`src/rtl/mem_bus_pkg.sv`:
```
// Shared constants and types for the two-cache memory bus arbiter.
package mem_bus_pkg;

   localparam int BEATS       = 8;
   localparam int LINE_OFFSET = 6;

   localparam logic [12:0] MEM_READ  = 13'h0001;
   localparam logic [12:0] MEM_WRITE = 13'h0002;

   localparam logic [1:0] ST_IDLE  = 2'd0;
   localparam logic [1:0] ST_ADDR  = 2'd1;
   localparam logic [1:0] ST_WDATA = 2'd2;
   localparam logic [1:0] ST_RESP  = 2'd3;

   typedef enum logic [1:0] {
      IDLE  = ST_IDLE,
      ADDR  = ST_ADDR,
      WDATA = ST_WDATA,
      RESP  = ST_RESP
   } arb_state_t;

   typedef enum logic {
      OWN_IC = 1'b0,
      OWN_DC = 1'b1
   } owner_t;

endpackage

```
`src/rtl/mem_bus_arbiter_rr.sv`:
```
// Two-input round-robin picker: on a tie the requester not granted last wins.
module rr_arbiter2
   import mem_bus_pkg::*;
(
   input  logic clk,
   input  logic reset,
   input  logic req_ic_i,
   input  logic req_dc_i,
   input  logic accept_i,
   output logic valid_o,
   output logic pick_dc_o
);

   owner_t last_q;

   assign valid_o   = req_ic_i | req_dc_i;
   assign pick_dc_o = req_dc_i & (~req_ic_i | (last_q == OWN_IC));

   always_ff @(posedge clk) begin
      if (!reset) begin
         last_q <= OWN_IC;
      end else if (accept_i && valid_o) begin
         last_q <= pick_dc_o ? OWN_DC : OWN_IC;
      end
   end

endmodule

```
`src/rtl/mem_bus_arbiter.sv`:
```
// Shares the memory bus between icache and dcache, one 64-byte line transaction at a time.
//
//   state | meaning
//   IDLE  | pick a requester, latch owner/write/aligned address
//   ADDR  | drive address beat until reqack
//   WDATA | drive dcache writeback beats, one idle cycle between beats
//   RESP  | forward read response beats to the owner
module mem_bus_arbiter
   import mem_bus_pkg::*;
#(
   parameter int BUS_DATA_WIDTH = 64,
   parameter int BUS_TAG_WIDTH  = 13
) (
   input  logic                      clk,
   input  logic                      reset,
   input  logic                      ic_req_i,
   input  logic [63:0]               ic_addr_i,
   output logic                      ic_grant_o,
   output logic                      ic_resp_valid_o,
   output logic [BUS_DATA_WIDTH-1:0] ic_resp_data_o,
   output logic                      ic_done_o,
   input  logic                      dc_req_i,
   input  logic                      dc_write_i,
   input  logic [63:0]               dc_addr_i,
   input  logic [BUS_DATA_WIDTH-1:0] dc_wdata_i,
   output logic                      dc_wdata_pop_o,
   output logic                      dc_grant_o,
   output logic                      dc_resp_valid_o,
   output logic [BUS_DATA_WIDTH-1:0] dc_resp_data_o,
   output logic                      dc_done_o,
   output logic                      bus_reqcyc_o,
   input  logic                      bus_reqack_i,
   output logic [BUS_DATA_WIDTH-1:0] bus_req_o,
   output logic [BUS_TAG_WIDTH-1:0]  bus_reqtag_o,
   input  logic                      bus_respcyc_i,
   output logic                      bus_respack_o,
   input  logic [BUS_DATA_WIDTH-1:0] bus_resp_i,
   input  logic [BUS_TAG_WIDTH-1:0]  bus_resptag_i,
   output logic                      tag_err_o
);

   localparam int                       CNT_W      = $clog2(BEATS);
   localparam logic [CNT_W-1:0]         LAST_BEAT  = CNT_W'(BEATS - 1);
   localparam logic [63:0]              ALIGN_MASK = ~((64'd1 << LINE_OFFSET) - 64'd1);
   localparam logic [BUS_TAG_WIDTH-1:0] TAG_RD     = BUS_TAG_WIDTH'(MEM_READ);
   localparam logic [BUS_TAG_WIDTH-1:0] TAG_WR     = BUS_TAG_WIDTH'(MEM_WRITE);

   logic [1:0]       state_q, state_d;
   owner_t           owner_q, owner_d;
   logic             write_q, write_d;
   logic [63:0]      addr_q, addr_d;
   logic [CNT_W-1:0] cnt_q, cnt_d;
   logic             gap_q, gap_d;
   logic             ic_grant_q, ic_grant_d;
   logic             dc_grant_q, dc_grant_d;
   logic             tag_err_q, tag_err_d;

   logic rr_valid, rr_pick_dc;
   logic in_resp, rd_beat, bad_beat, last_rd, wr_ack;

   rr_arbiter2 u_rr (
      .clk       (clk),
      .reset     (reset),
      .req_ic_i  (ic_req_i),
      .req_dc_i  (dc_req_i),
      .accept_i  (state_q == ST_IDLE),
      .valid_o   (rr_valid),
      .pick_dc_o (rr_pick_dc)
   );

   assign in_resp  = (state_q == ST_RESP);
   assign rd_beat  = in_resp & bus_respcyc_i & (bus_resptag_i == TAG_RD);
   assign bad_beat = in_resp & bus_respcyc_i & (bus_resptag_i != TAG_RD);
   assign last_rd  = rd_beat & (cnt_q == LAST_BEAT);
   // gap_q forces reqcyc low for one cycle after every accepted request beat
   assign wr_ack   = (state_q == ST_WDATA) & ~gap_q & bus_reqack_i;

   always_comb begin
      bus_reqcyc_o = (state_q == ST_ADDR) | ((state_q == ST_WDATA) & ~gap_q);
      bus_req_o    = '0;
      bus_reqtag_o = '0;
      if (state_q == ST_ADDR) begin
         bus_req_o    = BUS_DATA_WIDTH'(addr_q);
         bus_reqtag_o = write_q ? TAG_WR : TAG_RD;
      end else if ((state_q == ST_WDATA) && !gap_q) begin
         bus_req_o    = dc_wdata_i;
         bus_reqtag_o = TAG_WR;
      end
   end

   assign bus_respack_o   = in_resp & bus_respcyc_i;
   assign ic_resp_valid_o = rd_beat & (owner_q == OWN_IC);
   assign dc_resp_valid_o = rd_beat & (owner_q == OWN_DC);
   assign ic_resp_data_o  = ic_resp_valid_o ? bus_resp_i : '0;
   assign dc_resp_data_o  = dc_resp_valid_o ? bus_resp_i : '0;
   assign ic_done_o       = last_rd & (owner_q == OWN_IC);
   assign dc_done_o       = (last_rd & (owner_q == OWN_DC)) | (wr_ack & (cnt_q == LAST_BEAT));
   assign dc_wdata_pop_o  = wr_ack;
   assign ic_grant_o      = ic_grant_q;
   assign dc_grant_o      = dc_grant_q;
   assign tag_err_o       = tag_err_q;

   always_comb begin
      state_d    = state_q;
      owner_d    = owner_q;
      write_d    = write_q;
      addr_d     = addr_q;
      cnt_d      = cnt_q;
      gap_d      = 1'b0;
      ic_grant_d = 1'b0;
      dc_grant_d = 1'b0;
      tag_err_d  = tag_err_q | bad_beat;
      case (state_q)
         ST_IDLE: begin
            if (rr_valid) begin
               state_d    = ST_ADDR;
               owner_d    = rr_pick_dc ? OWN_DC : OWN_IC;
               write_d    = rr_pick_dc & dc_write_i;
               addr_d     = (rr_pick_dc ? dc_addr_i : ic_addr_i) & ALIGN_MASK;
               cnt_d      = '0;
               ic_grant_d = ~rr_pick_dc;
               dc_grant_d = rr_pick_dc;
            end
         end
         ST_ADDR: begin
            if (bus_reqack_i) begin
               state_d = write_q ? ST_WDATA : ST_RESP;
               gap_d   = 1'b1;
            end
         end
         ST_WDATA: begin
            if (wr_ack) begin
               cnt_d = cnt_q + 1'b1;
               gap_d = 1'b1;
               if (cnt_q == LAST_BEAT) begin
                  state_d = ST_IDLE;
               end
            end
         end
         default: begin
            if (rd_beat) begin
               cnt_d = cnt_q + 1'b1;
               if (last_rd) begin
                  state_d = ST_IDLE;
               end
            end
         end
      endcase
   end

   always_ff @(posedge clk) begin
      if (!reset) begin
         state_q    <= ST_IDLE;
         owner_q    <= OWN_IC;
         write_q    <= 1'b0;
         addr_q     <= '0;
         cnt_q      <= '0;
         gap_q      <= 1'b0;
         ic_grant_q <= 1'b0;
         dc_grant_q <= 1'b0;
         tag_err_q  <= 1'b0;
      end else begin
         state_q    <= state_d;
         owner_q    <= owner_d;
         write_q    <= write_d;
         addr_q     <= addr_d;
         cnt_q      <= cnt_d;
         gap_q      <= gap_d;
         ic_grant_q <= ic_grant_d;
         dc_grant_q <= dc_grant_d;
         tag_err_q  <= tag_err_d;
      end
   end

endmodule

```
`config.mk`:
```
export PLATFORM = sky130hd
export DESIGN_NAME = mem_bus_arbiter
export DESIGN_NICKNAME = d
export VERILOG_FILES = /design/src/rtl/mem_bus_pkg.sv /design/src/rtl/mem_bus_arbiter_rr.sv /design/src/rtl/mem_bus_arbiter.sv
export SDC_FILE = /design/constraint.sdc
export NUM_CORES = 1
export LEC_CHECK = 0
export BUFFER_PORTS_ARGS = -buffer_cell sky130_fd_sc_hd__buf_2
export CAP_MARGIN = 20
export CORE_AREA = 2 2 191 193
export CTS_CLUSTER_SIZE = 30
export DETAILED_ROUTE_END_ITERATION = 7
export DIE_AREA = 0 0 193 195
export PLACE_DENSITY = 0.45
export SLEW_MARGIN = 5
export SYNTH_ARGS = -nofsm -noshare
export SYNTH_HDL_FRONTEND = slang
export SYNTH_HIERARCHICAL = 1
export SYNTH_SLANG_ARGS = --single-unit
```
`constraint.sdc`:
```
create_clock -name clk -period 2.1 [get_ports clk]
set_input_delay 0.105 -clock clk [delete_from_list [all_inputs] [get_ports clk]]
set_output_delay 0.105 -clock clk [all_outputs]
set_load 0.02 [all_outputs]
```
==> impl_metrics.py <==
metrics = {
    "place": {
        "hpwl_um": 20100,
        "io_buffer_count": 467,
        "place_area_sq_mm": 0.00787,
        "routabilityCongestion": 0.771,
    },
    "route": {
        "finalWirelength_um": 28400,
        "drtAntennaViolNets": 0,
        "drt-initial-drc-count": 176,
        "route.vias.total": 6117,
        "drc": 0,
        "viasPerCell": 4.06,
        "firstDrtPassIters": 4,
        "wl_per_cell_um": 18.9,
    },
    "global_route": {
        "grt_pass1_vias": 5848,
        "overflow": 0,
        "grt_pass1_wl_um": 36000,
        "antenna_found_initial": 4,
        "grt_max_degree": 50,
        "grtUsageTotal_pct": 13.1,
    },
    "sta": {
        "relSlewSlack_pct": 59.3,
        "max_freq_ghz": 0.476,
        "finalHoldViolCount": 0,
        "maxSlewViolCount": 0,
        "finalWorstSetupSlack_ns": -0.000922,
        "grt_setup_unrepaired": "yes",
        "tightest_slew_ns": 0.610,
        "setup_viol": 1,
        "skew_ns": 0.00548,
        "period_minus_slack_ns": 2.10,
        "min_period_over_period_pct": 100,
    },
    "final_layout": {
        "final_core_util_pct": 27.0,
        "final_net_count": 1321,
        "layout_common_cells": "333 x buf_2, 77 x and2_1, 77 x buf_6, 72 x nand2_1",
        "layout-drive-gt1-share_pct": 58.0,
        "layout_commonest_cell": "buf_2",
        "stdcell_area_sq_mm": 0.00955,
        "area_growth_pct": 89.2,
    },
    "worst_setup_path": {
        "critPathKind": "reg2out",
        "path_max_fanout": 8,
        "start_kind": "register",
        "crit_start": "state_q[1]",
        "cp.required_ns": 2.00,
        "worstSetupEndpointType": "output port",
        "arrival_ns": 2.00,
        "r2r-start": "state_q[0]",
    },
    "power_and_ir_drop": {
        "leakagePower_nw": 5.35,
        "p_per_area_mw_per_mm2": 803,
        "ir_drop_v": 0.000388,
    },
    "clock_network": {
        "cts_made_buffers": 9,
        "cts_tree": "yes",
        "cts-htree-levels": 3,
        "clockBufferDepth": 2,
        "clk_pin_slew_ns": 0.06,
        "cts_sinks": 70,
        "clock_latency_ns": 0.34,
        "root_buffer": "clkbuf_16",
    },
    "flow_run": {
        "cap_violations": 0,
    },
    "hold_path": {
        "min_from": "bus_reqack_i",
        "holdCritPathClass": "in2reg",
    },
    "synthesis": {
        "syn_inst": 580,
        "seq_area_frac_synth_pct": 27.8,
        "ys_ff_latch": 70,
        "syn_area_per_cell_sq_um": 8.70,
        "synth_edf_count": 0,
        "async_flop_share_pct": 0,
        "yosysWarnings": 6,
        "synth_cell_types": 39,
        "syn_area_sq_mm": 0.00505,
        "synth_ff_type": "dfxtp_1",
    },
    "floorplan": {
        "die-height_um": 195,
        "die_area_sq_mm": 0.0376,
        "core-area_sq_mm": 0.0354,
        "row_count": 69,
        "start_util_pct": 14.3,
        "io_pins": 491,
        "dieWidth_um": 193,
    },
    "run_status": {
        "violations": "setup timing",
        "status": "finished with violations",
    },
}
==> metal layers <==
layer / part of all wire [%] / vias up / track usage, %
li1: - / 2938 / -
met1: 38 / 2849 / 13.8
met2: 53 / 298 / 25.4
met3: 6.6 / 28 / 2.35
met4: 2.7 / 4 / 4.55
met5: 0.095 / - / 0
==> worst max-delay path: stages (launching register included) <==
cell and delay [ns]:
dfxtp_4 0.36, ha_4 0.12, and4bb_2 0.26, nand4_4 0.14, nor2_4 0.19, buf_12 0.15, clkbuf_16 0.17, and2_4 0.15
buf_6 0.11
==> cell families (layout without fill, tap and decap cells) <==
group	Yosys count	after routing	synth area share, %
buf+inv	75	529	8.23
mux	63	63	12.5
flops	70	70	27.8
fa+ha+maj	6	6	1.49
other cells	1	13	0.0743
simple gates	237	237	26.5
compound gates	128	128	23.5
==> Yosys cell counts (2+ instances only) <==
| cell | instances | area [sq um] |
|---|---|---|
| and2_1 | 137 | 857 |
| nand2_1 | 72 | 270 |
| dfxtp_1 | 70 | 1400 |
| mux2i_1 | 63 | 631 |
| a22o_1 | 58 | 508 |
| o211a_1 | 58 | 581 |
| clkbuf_1 | 32 | 120 |
| buf_2 | 14 | 70.1 |
| buf_4 | 11 | 82.6 |
| buf_6 | 10 | 113 |
| inv_1 | 7 | 26.3 |
| nor2_1 | 7 | 26.3 |
| ha_1 | 6 | 75.1 |
| a21boi_0 | 3 | 22.5 |
| a21oi_1 | 2 | 10.0 |
| a221o_1 | 2 | 20.0 |
| nand3_1 | 2 | 10.0 |
| nand3b_1 | 2 | 15.0 |
| nor2_2 | 2 | 12.5 |
| nor2b_1 | 2 | 12.5 |
| nor3_1 | 2 | 10.0 |
==> flip-flops by register name, indices dropped and copies added, names as in the netlist <==
signal       flops
cnt_q            3
dc_grant_o       1
write_q          1
addr_q          58
owner_q          1
gap_q            1
u_rr/last_q      1
tag_err_o        1
state_q          2
ic_grant_o       1
==> stage by stage <==
stage	setup TNS (ns)	setup slack [ns]	instances	power (mW)	hold slack, ns
global placement	0	0.177	1467	5.50	0.402
floorplan	0	0.381	590	4.19	0.243
finish	-0.000922	-0.000922	1507	7.67	0.0400
detailed placement	0	0.140	1467	5.51	0.397
global route	-7.19	-0.0923	1506	8.19	0.0477
CTS	-1.06	-0.0484	1494	7.50	0.0171
==> power by group <==
part	leakage, nW	internal [mW]	switching, mW
combinational	4.61	1.78	2.23
clock	0.157	1.07	0.600
sequential	0.582	1.74	0.252
==> worst paths after layout <==
path         slack [ns]                  to  cells past startpoint
max reg2reg        0.26          state_q[0]                      7
max             -0.0009  dc_resp_data_o[15]                      8
min                0.04               gap_q                      3
min reg2reg        0.46            cnt_q[2]                      2
==> final cells by class <==
cell class                 count  area [sq um]
inverter                       7          26.3
sequential                    70          1410
tap                          461           577
fill                        3837         25800
antenna                        2          5.00
clock inverter                 4          70.1
timing repair buffer         506          3650
multi-input combinational    445          3570
clock buffer                  12           246
==> what timing repair did <==
| item | CTS | global route |
|---|---|---|
| endpoints found under the setup margin | 186 | 179 |
| pin swaps | 7 | 57 |
| cloned | 4 | 10 |
| gates resized for setup | 110 | 193 |
| hold buffers | 0 | 0 |
| buffers inserted | 7 | 1 |
Power figures use the tool's default switching activity.
